==> src/rtl/mux_2x2_rr_arbiter.sv <==
// Round-robin arbiter sharing one 4:1, 2-bit data path among four requesters.
//
// Ports:
//   clk        - single clock, rising edge.
//   reset      - asynchronous, active-high reset.
//   req[3:0]   - request lines, req[i] belongs to requester i.
//   in1..in4   - 2-bit data of requesters 0..3.
//   gnt[3:0]   - registered one-hot grant, zero when idle.
//   key[1:0]   - registered mux select, index of current/last grantee.
//   busy       - registered, high while a grant is active.
//   out[1:0]   - registered data of the requester granted in the previous cycle.
//   out_valid  - registered, high for the cycle after each granted cycle.
//
// A grant is held while its request stays high, for at most MAX_HOLD cycles,
// after which the next requester in rotation order is granted on the same edge.
module mux_2x2_rr_arbiter #(
  parameter int unsigned MAX_HOLD = 4
) (
  input  logic       clk,
  input  logic       reset,
  input  logic [3:0] req,
  input  logic [1:0] in1,
  input  logic [1:0] in2,
  input  logic [1:0] in3,
  input  logic [1:0] in4,
  output logic [3:0] gnt,
  output logic [1:0] key,
  output logic       busy,
  output logic [1:0] out,
  output logic       out_valid
);

  localparam logic [2:0] MaxHold = 3'(MAX_HOLD);

  typedef enum logic [0:0] {StIdle, StGrant} state_e;

  state_e     state_q, state_d;
  logic [3:0] gnt_q, gnt_d;
  logic [1:0] key_q, key_d;
  logic [1:0] last_q, last_d;
  logic [2:0] cnt_q, cnt_d;
  logic [1:0] out_q, out_d;
  logic       out_valid_q, out_valid_d;

  logic [1:0] search_start;
  logic       found;
  logic [1:0] winner;
  logic [1:0] idx;

  // First requesting index at or after search_start, wrapping mod 4.
  always_comb begin
    found  = 1'b0;
    winner = 2'd0;
    idx    = search_start;
    for (int k = 0; k < 4; k++) begin
      if (!found && req[idx]) begin
        found  = 1'b1;
        winner = idx;
      end
      idx = idx + 2'd1;
    end
  end

  // In IDLE the search follows the last-grant pointer; on release it starts
  // just past the current grantee (which equals last while granting).
  always_comb begin
    search_start = (state_q == StIdle) ? last_q + 2'd1 : key_q + 2'd1;
  end

  always_comb begin
    state_d = state_q;
    gnt_d   = gnt_q;
    key_d   = key_q;
    last_d  = last_q;
    cnt_d   = cnt_q;

    unique case (state_q)
      StIdle: begin
        if (found) begin
          state_d = StGrant;
          gnt_d   = 4'b0001 << winner;
          key_d   = winner;
          last_d  = winner;
          cnt_d   = 3'd1;
        end else begin
          gnt_d = 4'b0000;
        end
      end
      StGrant: begin
        if (req[key_q] && (cnt_q < MaxHold)) begin
          cnt_d = cnt_q + 3'd1;
        end else if (found) begin
          // Hand over directly, no idle bubble; may re-grant the same requester.
          gnt_d  = 4'b0001 << winner;
          key_d  = winner;
          last_d = winner;
          cnt_d  = 3'd1;
        end else begin
          state_d = StIdle;
          gnt_d   = 4'b0000;
          cnt_d   = 3'd0;
        end
      end
      default: begin
        state_d = StIdle;
        gnt_d   = 4'b0000;
      end
    endcase
  end

  // Data path lags the grant by one cycle: it captures the grantee's data.
  always_comb begin
    out_d       = out_q;
    out_valid_d = 1'b0;
    if (state_q == StGrant) begin
      out_valid_d = 1'b1;
      unique case (key_q)
        2'd0: out_d = in1;
        2'd1: out_d = in2;
        2'd2: out_d = in3;
        2'd3: out_d = in4;
        default: out_d = in1;
      endcase
    end
  end

  always_ff @(posedge clk or posedge reset) begin
    if (reset) begin
      state_q     <= StIdle;
      gnt_q       <= 4'b0000;
      key_q       <= 2'd0;
      last_q      <= 2'd3;
      cnt_q       <= 3'd0;
      out_q       <= 2'b00;
      out_valid_q <= 1'b0;
    end else begin
      state_q     <= state_d;
      gnt_q       <= gnt_d;
      key_q       <= key_d;
      last_q      <= last_d;
      cnt_q       <= cnt_d;
      out_q       <= out_d;
      out_valid_q <= out_valid_d;
    end
  end

  assign gnt       = gnt_q;
  assign key       = key_q;
  assign busy      = (state_q == StGrant);
  assign out       = out_q;
  assign out_valid = out_valid_q;

endmodule

==> config.mk <==
export PLATFORM = sky130hd
export DESIGN_NAME = mux_2x2_rr_arbiter
export DESIGN_NICKNAME = d
export VERILOG_FILES = /design/src/rtl/mux_2x2_rr_arbiter.sv
export SDC_FILE = /design/constraint.sdc
export NUM_CORES = 1
export LEC_CHECK = 0
export ABC_AREA = 1
export CAP_MARGIN = 40
export CORE_MARGIN = 4
export CORE_UTILIZATION = 53
export CTS_BUF_LIST = sky130_fd_sc_hd__clkbuf_8
export CTS_CLUSTER_DIAMETER = 120
export DETAILED_ROUTE_END_ITERATION = 8
export PLACE_DENSITY_LB_ADDON = 0.08
export REMOVE_ABC_BUFFERS = 1
export SLEW_MARGIN = 0
export SYNTH_ARGS = -nofsm -noshare
export SYNTH_HDL_FRONTEND = slang
export SYNTH_SLANG_ARGS = --single-unit
==> constraint.sdc <==
create_clock -name clk -period 2.5 [get_ports clk]
set_clock_uncertainty 0.2 [all_clocks]
set_input_delay 0.5 -clock clk [delete_from_list [all_inputs] [get_ports clk]]
set_output_delay 0.5 -clock clk [all_outputs]
set_load 0.05 [all_outputs]
==> results by group, run 1 <==
Run status
  – Status: complete, no violations

Cells and area
  – Synthesis-to-finish area growth: 24.3%
  – Fin area: between 0.001 and 0.0015 mm2
  – Layout cells sized above 1: 0.282
  – Fillers: between 150 and 200
  – Register area: between 300 and 400 um2
  – Antenna diodes: 0
  – Final nets: 193
  – Multi-input logic area: about 720 um2
  – Finished Core Util: 0.724

Global routing
  – Overflow after GRT: 0
  – Initial antenna violation count: 0
  – Gr usage total: 0.180
  – Number of global-route vias before repair: roughly 1000
  – First-pass GRT wire length: 4540 um
  – Pin count of the biggest net entering global routing: 16

Setup path
  – CP Class: register to output pin
  – Setup crit end kind: output pin
  – CP bufs+invs: 1
  – Slowest CP cell: clkdlybuf4s50_1
  – Arr. time, crit path: 1.60 ns
  – CP delay by family, top: buffers and inverters
  – Req. time, crit path: 1.80 ns
  – Worst-path fanout max: 8
  – Crit path largest cell delay: roughly 0.86 ns
  – Worst-path cell chain: clkdlybuf4s50_1
  – Worst Setup Start Kind: register

Logic synthesis
  – Post-synth top flop: dfrtp_1
  – Sequential area share after synthesis: 0.318
  – Synth top area share: 0.274
  – Most frequent cells after synthesis: 44 x nand2_1, 17 x nand3_1, 15 x nand2_2, 13 x dfrtp_1, 11 x inv_1
  – Synth Instances: around 150
  – YS warnings: 0
  – Synth top area cells: dfrtp_1 27%, nand2_1 14%, nand2_4 9.5%
  – #FFs+latches synth: 15
  – Synth cell types: 26
  – Leading area contributor after synthesis: dfrtp_1
  – Count leader, synth: nand2_1
  – Post-synth design cell area: between 0.001 and 0.0015 mm2
  – Post-synth EDFFs: 0
  – Syn avg cell area: roughly 7.9 um2
  – Ys async rst share: 1.00

Drt
  – Drt wl/cell: 12.7 um
  – DRT Wirelength: roughly 2600 um
  – Routed Antenna Nets: 0
  – DR vias: between 1000 and 1500
  – Vias per cell: slightly above 5
  – First-pass DRT Iterations: 4
  – DRC Markers: 0
  – DR iter-0 viols: 15

Clock tree
  – CTS tree: built
  – Worst-path clk slew: about 0.060 ns
  – Post-CTS setup buffers: 0
  – Cts-stage hold buffer count: 0
  – Clock Sink Count: 15
  – Post-CTS sizing: 0
  – TritonCTS Buffers: 3
  – Clk Tree Root Cell: clkbuf_8
  – H-tree levels: 1
  – CTS max path bufs: 2
  – Clock latency on the worst-skew pair: between 0.2 and 0.25 ns

STA
  – Setup-failing EPs final: 0
  – Fmax: about 430 MHz
  – Max_slew headroom: 0.633
  – Total negative slack: 0 ns
  – Unrepaired setup endpoints after global routing: false
  – Pins Over Slew Limit: 0
  – Crit path time final: approximately 2.3 ns
  – Fin. Hold Viols: 0
  – Worst Tran Pin Value: 0.550 ns
  – Final critical-path share of the clock period: 0.922
  – Final worst setup slack: about 0.2 ns

Floorplan
  – Site Rows: 16
  – Die H: roughly 55 um
  – Total Die Area: 0.00306 mm2
  – Initial Util: 0.582
  – Die Wd: 55.4 um
  – IO Count: 24
  – Core ar.: about 0.002 mm2

Placed design
  – RD Place Congestion: roughly 0.83
  – Port bufs: 23
  – DPL Wire Length: between 2000 and 2500 um
  – Placed instance area: between 0.001 and 0.0015 mm2
  – Setup slack after placement: approximately 0.25 ns

Run
  – MaxCap Viol Count: 0

Hold path
  – Hold WC Path Type: register to register
==> metal layers <==
metal  share of wire  up-vias  global-route usage
li1                -      544                   -
met1            0.45      476               0.239
met2            0.51       21               0.307
met3           0.032        2              0.0233
met4          0.0035        0              0.0417
met5               0        -                   0
==> cell usage in the layout, fill, tap and decap left out, types with 2 or more instances in the layout <==
master,count
nand2_4,10
nor2_1,7
nand4_1,2
clkbuf_8,3
buf_4,3
nand2_1,44
nor2_4,2
a41oi_1,2
clkdlybuf4s50_1,21
o21ai_1,3
nand2_2,15
nand2_8,2
dfstp_2,2
nand3_1,17
inv_2,3
a21oi_2,2
dfrtp_1,13
inv_1,12
nand3_2,2
a21oi_1,3
nor2_2,2
==> metrics by stage <==
stage          std cells  hold WS (ns)
2_1_floorplan        149         0.200
3_3_place_gp         200         0.265
3_5_place_dp         200         0.269
4_1_cts              204         0.283
5_1_grt              204         0.319
6_report             204         0.278
==> layout make-up <==
type / count / share of cell area
clock buffer: 3 / 0.0279
tap: 27 / 0.0229
clock inverter: 1 / 0.00254
inverter: 16 / 0.0474
timing repair buffer: 24 / 0.157
multi-input combinational: 118 / 0.486
sequential: 15 / 0.256
==> logic make-up (layout without fill, tap and decap cells) <==
family                   Yosys count  count (layout)  synth area share
buffers and inverters             18              44            0.0779
flip-flops                        15              15             0.318
AO/OA/AOI/OAI                     11              11            0.0589
adder cells (fa/ha/maj)            1               1            0.0105
AND/OR/NAND/NOR                  106             106             0.535
==> final timing paths <==
| kind | endpoint | cells past startpoint | startpoint | slack [ns] |
|---|---|---|---|---|
| min in group asynchronous | cnt_q[0] | 2 | reset | 0.40 |
| worst max-delay path | key[1] | 1 | key[1] | 0.20 |
| worst min-delay path | gnt[0] | 2 | gnt[0] | 0.28 |
| worst max register to register | gnt[3] | 11 | busy | 0.43 |
| worst min register to register | gnt[0] | 2 | gnt[0] | 0.28 |
| max in group asynchronous | last_q[0] | 2 | reset | 1.33 |
==> sequential cells by signal (all words and copies together) (netlist names) <==
name / cells
busy: 1
cnt_q: 3
gnt: 4
key: 2
last_q: 2
out: 2
out_valid: 1
Power of run 1 is not shown: default switching activity piles up to over one toggle a cycle in this logic, so the estimate is an artifact.
==> run 2, diff against run 1 <==
--- a/config.mk
+++ b/config.mk
@@ -6,13 +6,14 @@
 export NUM_CORES = 1
 export LEC_CHECK = 0
 export ABC_AREA = 1
-export CAP_MARGIN = 40
+export CAP_MARGIN = 30
 export CORE_MARGIN = 4
 export CORE_UTILIZATION = 53
 export CTS_BUF_LIST = sky130_fd_sc_hd__clkbuf_8
 export CTS_CLUSTER_DIAMETER = 120
 export DETAILED_ROUTE_END_ITERATION = 8
 export PLACE_DENSITY_LB_ADDON = 0.08
+export RECOVER_POWER = 25
 export REMOVE_ABC_BUFFERS = 1
 export SLEW_MARGIN = 0
 export SYNTH_ARGS = -nofsm -noshare
==> run 2 against run 1 <==
Final area is the same. First-iteration DRC count unchanged. Via count unchanged.
==> results by group, run 2 (same netlist as run 1, synthesis figures left out) <==
Drt
  – DRT Wirelength: 2580 um
  – DR iter-0 viols: 15
  – DR vias: ~1000
  – Routed Antenna Nets: 0
  – Drt wl/cell: ~13 um
  – Vias per cell: 5.11
  – First-pass DRT Iterations: 4
  – DRC Markers: 0

Cells and area
  – Finished Layout Cells: ~200
  – Final nets: 193
  – Antenna diodes: 0
  – Fillers: around 170
  – Multi-input logic area: ~700 um2
  – Commonest non-fill, non-tap cell in the layout: nand2_1
  – Layout cells sized above 1: 0.282
  – Register area: 378 um2
  – Most frequent cells in the layout: 44 x nand2_1, 20 x clkdlybuf4s50_1, 17 x nand3_1
  – Max reg flops: 4
  – Synthesis-to-finish area growth: 24.3%
  – Fin area: approximately 0.0015 mm2

Hold path
  – Hold WC Path Type: register to register

Clock tree
  – Clock latency on the worst-skew pair: around 0.24 ns
  – H-tree levels: 1
  – Post-CTS setup buffers: 0
  – Clk Tree Root Cell: clkbuf_8
  – Post-CTS sizing: 0
  – Clock Sink Count: 15
  – Cts-stage hold buffer count: 0
  – TritonCTS Buffers: 3
  – CTS tree: built
  – Worst-path clk slew: ~0.060 ns
  – CTS max path bufs: 2

Setup path
  – CP delay by family, top: buffers and inverters
  – Setup crit end kind: output pin
  – Crit path largest cell delay: 0.86 ns
  – Req. time, crit path: 1.80 ns
  – R2R Setup Slk: ~0.43 ns
  – Worst Setup Start Kind: register
  – Worst-path fanout max: 8
  – Worst-path cell chain: clkdlybuf4s50_1
  – Slowest CP cell: clkdlybuf4s50_1
  – CP Class: register to output pin
  – CP bufs+invs: 1
  – Arr. time, crit path: between 1.5 and 2 ns

Global routing
  – Number of global-route vias before repair: just over 1000
  – Initial antenna violation count: 0
  – Gr usage total: 0.180
  – First-pass GRT wire length: 4540 um
  – Overflow after GRT: 0
  – Pin count of the biggest net entering global routing: 16

Placed design
  – Placed instance area: approximately 0.0014 mm2
  – Placed cells: 200
  – RD Place Congestion: approximately 0.83
  – Port bufs: 23
  – DPL Wire Length: ~2000 um

STA
  – Pins Over Slew Limit: 0
  – Total negative slack: 0 ns
  – Hold_ws: 0.278 ns
  – Setup-failing EPs final: 0
  – Worst Tran Pin Value: approximately 0.55 ns
  – Crit path time final: roughly 2.3 ns
  – Final critical-path share of the clock period: 0.922
  – Max_slew headroom: 0.633
  – Unrepaired setup endpoints after global routing: false
  – Fin. Hold Viols: 0
  – Fmax: between 400 and 500 MHz

Floorplan
  – Die H: between 50 and 60 um
  – Initial Util: 0.582
  – Die Wd: 55.4 um
  – Site Rows: 16
  – Total Die Area: around 0.003 mm2
  – Core ar.: just over 0.002 mm2
  – IO Count: 24

Run
  – MaxCap Viol Count: 0

Run status
  – Status: complete, no violations
[run 2: cell types whose count changed in the layout (fill, tap and decap cells not counted)]
cell | before | now
clkdlybuf4s50_1 | 21 | 20
dlygate4sd3_1 | 0 | 1
[run 2: layer usage]
layer | global-route usage | share of wire
met1 | 0.239 | 0.45
met2 | 0.307 | 0.51
met3 | 0.0233 | 0.033
met4 | 0.0417 | 0.0035
met5 | 0 | 0
[run 2: worst paths after layout]
path / startpoint / end / cells after the start
max: key[1] / key[1] / 1
min: gnt[0] / gnt[0] / 2
max reg2reg: busy / gnt[3] / 11
min reg2reg: gnt[0] / gnt[0] / 2
max in group asynchronous: reset / last_q[0] / 2
min in group asynchronous: reset / cnt_q[0] / 2
[run 2: area by class of cell]
cell class | instances | area share
Inverter | 16 | 0.0474
Sequential cell | 15 | 0.256
Multi-Input combinational cell | 118 | 0.486
Timing Repair Buffer | 24 | 0.157
Clock buffer | 3 | 0.0279
Clock inverter | 1 | 0.00254
Tap cell | 27 | 0.0229
[run 2: metrics by stage]
stage,util,setup WS (ns)
2_1_floorplan,-,0.272
3_3_place_gp,0.702,0.263
3_5_place_dp,0.702,0.251
4_1_cts,0.724,0.189
5_1_grt,0.724,0.143
6_report,0.724,0.195
Power of run 2 is left out for the same reason.
==> run 3, diff against run 2 <==
--- a/config.mk
+++ b/config.mk
@@ -5,10 +5,10 @@
 export SDC_FILE = /design/constraint.sdc
 export NUM_CORES = 1
 export LEC_CHECK = 0
-export ABC_AREA = 1
-export CAP_MARGIN = 30
-export CORE_MARGIN = 4
-export CORE_UTILIZATION = 53
+export ABC_AREA = 0
+export CAP_MARGIN = 20
+export CORE_MARGIN = 3
+export CORE_UTILIZATION = 48
 export CTS_BUF_LIST = sky130_fd_sc_hd__clkbuf_8
 export CTS_CLUSTER_DIAMETER = 120
 export DETAILED_ROUTE_END_ITERATION = 8
==> run 3 against run 2 <==
Synthesized cell count decreased by 55%. Final area decreased by 23%. Critical path depth unchanged. Die area decreased by 25%. Worst setup slack got worse by 0.050 ns. First-iteration DRC count decreased by 53%. Maximum frequency decreased by 2.1%. Utilization decreased by 0.54 points. Sequential cell count unchanged. Sequential share of layout area increased by 7.8 points. Via count decreased by 37%. Register-to-register slack about the same.
==> results by group, run 3 <==
Run status
  – Status: complete, no violations

Drt
  – DR iter-0 viols: 7
  – Drt wl/cell: approximately 16 um
  – Vias per cell: between 5 and 6
  – DRT Wirelength: 1750 um
  – First-pass DRT Iterations: 4
  – Routed Antenna Nets: 0
  – DR vias: between 600 and 700
  – DRC Markers: 0

Placed design
  – Port bufs: 23
  – RD Place Congestion: roughly 0.76
  – DPL Wire Length: roughly 1300 um
  – Placed instance area: 0.00109 mm2

Hold path
  – Hold_sp: last_q[0]
  – Hold Path End: last_q[0]
  – Hold WC Path Type: register to register
  – Number of cells on the worst hold path: 2

Clock tree
  – Clock latency on the worst-skew pair: ~0.25 ns
  – Worst-path clk slew: approximately 0.060 ns
  – H-tree levels: 1
  – Cts-stage hold buffer count: 0
  – CTS tree: built
  – TritonCTS Buffers: 3
  – Clock Sink Count: 15
  – CTS max path bufs: 2
  – Clk Tree Root Cell: clkbuf_8
  – Post-CTS setup buffers: 0
  – Post-CTS sizing: 0

Global routing
  – Pin count of the biggest net entering global routing: 16
  – Initial antenna violation count: 0
  – Overflow after GRT: 0
  – First-pass GRT wire length: between 2000 and 3000 um
  – Number of global-route vias before repair: slightly above 600
  – Gr usage total: 0.173

Power and ir drop
  – Pwr Density: between 1000 and 1500 mW/mm2
  – IR drop worst, VDD: around 800 uV
  – Pleak: approximately 0.50 nW
  – Pwr Total: 0.00146 W

Logic synthesis
  – Synth Instances: 68
  – Ys async rst share: 1.00
  – Sequential area share after synthesis: 0.449
  – Synth cell types: 31
  – Syn avg cell area: between 10 and 15 um2
  – Post-synth top flop: dfrtp_1
  – YS warnings: 0
  – Leading area contributor after synthesis: dfrtp_1
  – #FFs+latches synth: 15
  – Post-synth design cell area: 842 um2
  – Count leader, synth: dfrtp_1
  – Most frequent cells after synthesis: 13 x dfrtp_1, 6 x mux2i_1, 5 x inv_1, 5 x nand2_1, 5 x nor2_1
  – Synth top area cells: dfrtp_1 39%, mux2i_1 7.1%, dfstp_2 6.2%
  – Synth top area share: 0.386
  – Post-synth EDFFs: 0

STA
  – Setup-failing EPs final: 0
  – Unrepaired setup endpoints after global routing: false
  – Worst Tran Pin Value: slightly below 0.6 ns
  – Fin. Hold Viols: 0
  – Max_slew headroom: 0.614
  – Crit path time final: approximately 2.4 ns
  – Fmax: about 420 MHz
  – Pins Over Slew Limit: 0
  – Final critical-path share of the clock period: 0.942
  – Total negative slack: 0 ns

Floorplan
  – Core ar.: 0.00158 mm2
  – Initial Util: 0.534
  – Die Wd: 47.9 um
  – IO Count: 24
  – Site Rows: 14
  – Total Die Area: about 0.0023 mm2
  – Die H: 47.9 um

Setup path
  – Worst-path cell chain: clkdlybuf4s50_1
  – CP bufs+invs: 1
  – Worst-path fanout max: 7
  – Setup crit end kind: output pin
  – Arr. time, crit path: roughly 1.7 ns
  – CP Class: register to output pin
  – Slowest CP cell: clkdlybuf4s50_1
  – CP delay by family, top: buffers and inverters
  – Crit path largest cell delay: ~0.87 ns
  – Req. time, crit path: between 1.5 and 2 ns
  – Reg-to-Reg End: gnt[1]
  – Worst Setup Start Kind: register
  – Path depth of the worst reg2reg path: 5
  – R2R Setup Slk: approximately 0.43 ns
  – Worst r2r src: busy

Cells and area
  – Antenna diodes: 0
  – Most frequent cells in the layout: 21 x clkdlybuf4s50_1, 13 x dfrtp_1, 6 x mux2i_1
  – Synthesis-to-finish area growth: 34.5%
  – Final nets: between 100 and 150
  – Max reg flops: 4
  – Layout cells sized above 1: 0.260
  – Commonest non-fill, non-tap cell in the layout: clkdlybuf4s50_1
  – Fin area: about 0.0011 mm2

Run
  – MaxCap Viol Count: 0
-- run 3: changes by cell type after synthesis, moves of 3 or more --
| cell | change |
|---|---|
| inv_1 | -6 |
| inv_2 | -3 |
| mux2i_1 | +6 |
| nand2_1 | -39 |
| nand2_2 | -15 |
| nand2_4 | -10 |
| nand3_1 | -17 |
| o21ai_1 | -3 |
-- run 3: worst max path at each step --
stage,from,endpoint,slack (ns),cells past startpoint
6_report,key[1],key[1],0.15,1
3_3_place_gp,req[3],cnt_q[0],0.26,6
4_1_cts,key[1],key[1],0.13,1
2_1_floorplan,busy,gnt[0],0.16,4
3_5_place_dp,req[3],cnt_q[0],0.21,6
5_1_grt,key[0],key[0],0.08,1
-- run 3: power by group --
part           internal [W]  total [W]  switching (W)
logic              0.000374   0.000818       0.000445
registers          0.000351   0.000447      0.0000965
clock network      0.000110   0.000196      0.0000857
-- run 3: final cells by class --
class                   instances  area (um2)
fillers                       118         444
repair buffers                 28         262
multi-input cells              44         408
inverters                       5        18.8
well taps                      16        20.0
flip-flops and latches         15         378
clock buffers                   3        41.3
clock inverters                 1        5.00
-- run 3: worst reg2reg max path, delay by kind of cell, from the launching register on --
kind	cells	cell delay, ns
mux	2	0.62
buf+inv	1	0.17
flops	1	0.57
compound gates	2	0.42
-- run 3: layer usage --
metal / routed length (um) / up-vias / global-route usage / share of wire
met5: 0 / - / 0 / 0
met4: 12 / 0 / 0.0645 / 0.0068
met3: 130 / 2 / 0.0489 / 0.074
met2: 862 / 33 / 0.301 / 0.49
met1: 748 / 310 / 0.201 / 0.43
li1: - / 308 / - / -
-- run 3: cell families (layout without fill, tap and decap cells) --
family / after synthesis / in the layout / share of synthesized area
flip-flops: 15 / 15 / 0.449
multiplexers: 12 / 12 / 0.196
AND/OR/NAND/NOR: 17 / 17 / 0.125
adder cells (fa/ha/maj): 1 / 1 / 0.0149
AO/OA/AOI/OAI: 14 / 14 / 0.149
buffers and inverters: 9 / 37 / 0.0669
-- run 3: through the flow --
step | utilization | instances | hold slack (ns) | setup slack, ns
floorplan | - | 64 | 0.200 | 0.162
global placement | 0.691 | 108 | 0.266 | 0.257
detailed placement | 0.691 | 108 | 0.275 | 0.211
CTS | 0.721 | 112 | 0.284 | 0.130
global route | 0.718 | 112 | 0.321 | 0.0837
finish | 0.718 | 112 | 0.276 | 0.146
Note: power is estimated with default switching activity, not from simulation.
==> variant: new RTL, flow settings as in run 2 <==
Reset style: synchronous (`reset`), changed in one clocked block. Comments in the files are not updated.
--- a/src/rtl/mux_2x2_rr_arbiter.sv
+++ b/src/rtl/mux_2x2_rr_arbiter.sv
@@ -125,5 +125,5 @@
   end
 
-  always_ff @(posedge clk or posedge reset) begin
+  always_ff @(posedge clk) begin
     if (reset) begin
       state_q     <= StIdle;
Check against the original RTL: differs if reset is asserted again (counterexample within 4 cycles, from zero or initial values and one cycle with reset high); with reset held inactive, the same outputs for 10 cycles.
==> variant against run 2 <==
Setup slack lost 0.091 ns. Cell area shrank 9.5%. Maximum frequency shrank 3.8%. Sequential share of layout area shrank 3.1 points. Synthesized area shrank 11%. Sequential cell count is the same. Register-to-register slack lost 0.09 ns. Routed wire length shrank 1.6%. First-iteration DRC count grew 130%. Non-clock buffer count grew 1. Largest cell class unchanged. Highest routed layer unchanged.
==> variant: results (changes against run 2) <==
outcome=finished clean; Slew Limit Headroom=65.9% (+2.6 points); buffers added on ports=23 (unchanged); FF-to-FF Start=key[0]$_SDFFE_PP0P_; max FFs per register=4 (unchanged); drt first-iter violations=35 (+20); Netlist cell types=22 (-15%); H-tree depth=1 (unchanged); max incr delay on CP=0.89 ns (+0.03 ns); hold path depth=2 (unchanged); total wire length=2.54 mm (-1.6%); layout cells sized above 1=14.6% (-14 points); final RePlAce weighted congestion=0.825 (-0.36%); WHS=0.263 ns (-0.0145 ns); Pre-antenna DRT Iters=4 (unchanged); first-pass GRT wire length=4.56 mm (+0.44%); post-CTS setup buffer count=0 (unchanged); worst hold start=gnt[1]$_SDFFE_PP0N_; Fillers=165 (-1.2%); CTS clk-pin slew, worst paths=0.06 ns (about the same); sequential-to-total area share from yosys stat=28.3% (-3.5 points); Num CTS Buffers=3 (unchanged); R2R Path End=gnt[2]$_SDFFE_PP0N_; Hold Path Class=register to register; Reg2Reg Depth=12 (+1); placed cells=213 (+6.5%); clock root buffer=clkbuf_8; largest net degree at the start of global routing=15 (-1); synth warn=0 (unchanged); HPWL after DPL=2.04 mm (+1.3%); synth cell count leaders=59 x nand2_1, 15 x dfxtp_1, 14 x nand3_1, 13 x inv_1, 13 x nor2_1; DR vias=1149 (+10%); Avg Synthesized Cell Area=6.36 µm² (-19%); Vias/cell=5.29 (+3.6%); Async SR Flop Fraction=0% (-100 points); CP startpoint=key[1]$_SDFFE_PP0P_; hold endpoint=gnt[1]$_SDFFE_PP0N_; worst slack at placement=0.193 ns (-0.0585 ns); peak fanout along the critical path=11 (+3); Multi-input gate area=657 µm² (-8.5%); Synth area leader=dfxtp_1; Synth area leaders=dfxtp_1 28%, nand2_1 21%, nand2_2 7.1%, nand3_1 6.6%, a21oi_1 5.2%; GRT Util Overall=21.8% (+3.8 points); clk_lat worst skew=0.24 ns (about the same); reg2reg setup slack=0.34 ns (-0.09 ns); CP top delay family=buffers and inverters; Seq. pwr=0.392 mW; total chip power=1.58 mW
-- variant: cell types whose count changed after synthesis, moves of 4 or more --
cell / run 2 / this run
a21oi_1: 3 / 11
dfrtp_1: 13 / 0
dfxtp_1: 0 / 15
nand2_1: 44 / 59
nand2_4: 10 / 3
nand4_1: 2 / 6
nor2_1: 7 / 13
o21ai_0: 1 / 5
-- variant: layout make-up --
type                            instances  share of cell area, %
Tap cell                               25                   2.34
Sequential cell                        15                   22.5
Multi-Input combinational cell        132                   49.1
Clock buffer                            3                   3.09
Clock inverter                          1                  0.281
Timing Repair Buffer                   25                   17.9
Inverter                               16                   4.86
-- variant: kinds of logic (layout without fill, tap and decap cells) --
| group | count (synthesis) | in the layout | synth area share, % |
|---|---|---|---|
| and+or+nand+nor | 112 | 112 | 51.1 |
| buffers and inverters | 20 | 45 | 9.66 |
| AOI/OAI and AO/OA | 19 | 19 | 9.78 |
| DFF | 15 | 15 | 28.3 |
| adders and majority gates | 1 | 1 | 1.18 |
-- variant: layer usage --
metal  global-route usage [%]  vias to the layer above  part of all wire, %
li1                         -                      587                    -
met1                     27.0                      526                   47
met2                     38.0                       31                   48
met3                     1.99                        5                  3.8
met4                     8.94                        0                  1.4
met5                        0                        -                    0
-- variant: worst max-delay path by stage --
stage / end / slack, ns / cells past startpoint
after floorplan: key[1]$_SDFFE_PP0P_ / 0.22 / 12
after global placement: gnt[2]$_SDFFE_PP0N_ / 0.24 / 13
after detailed placement: gnt[2]$_SDFFE_PP0N_ / 0.19 / 13
after CTS: key[0] / 0.1 / 1
after global routing: key[1] / 0.07 / 1
final: key[1] / 0.10 / 1
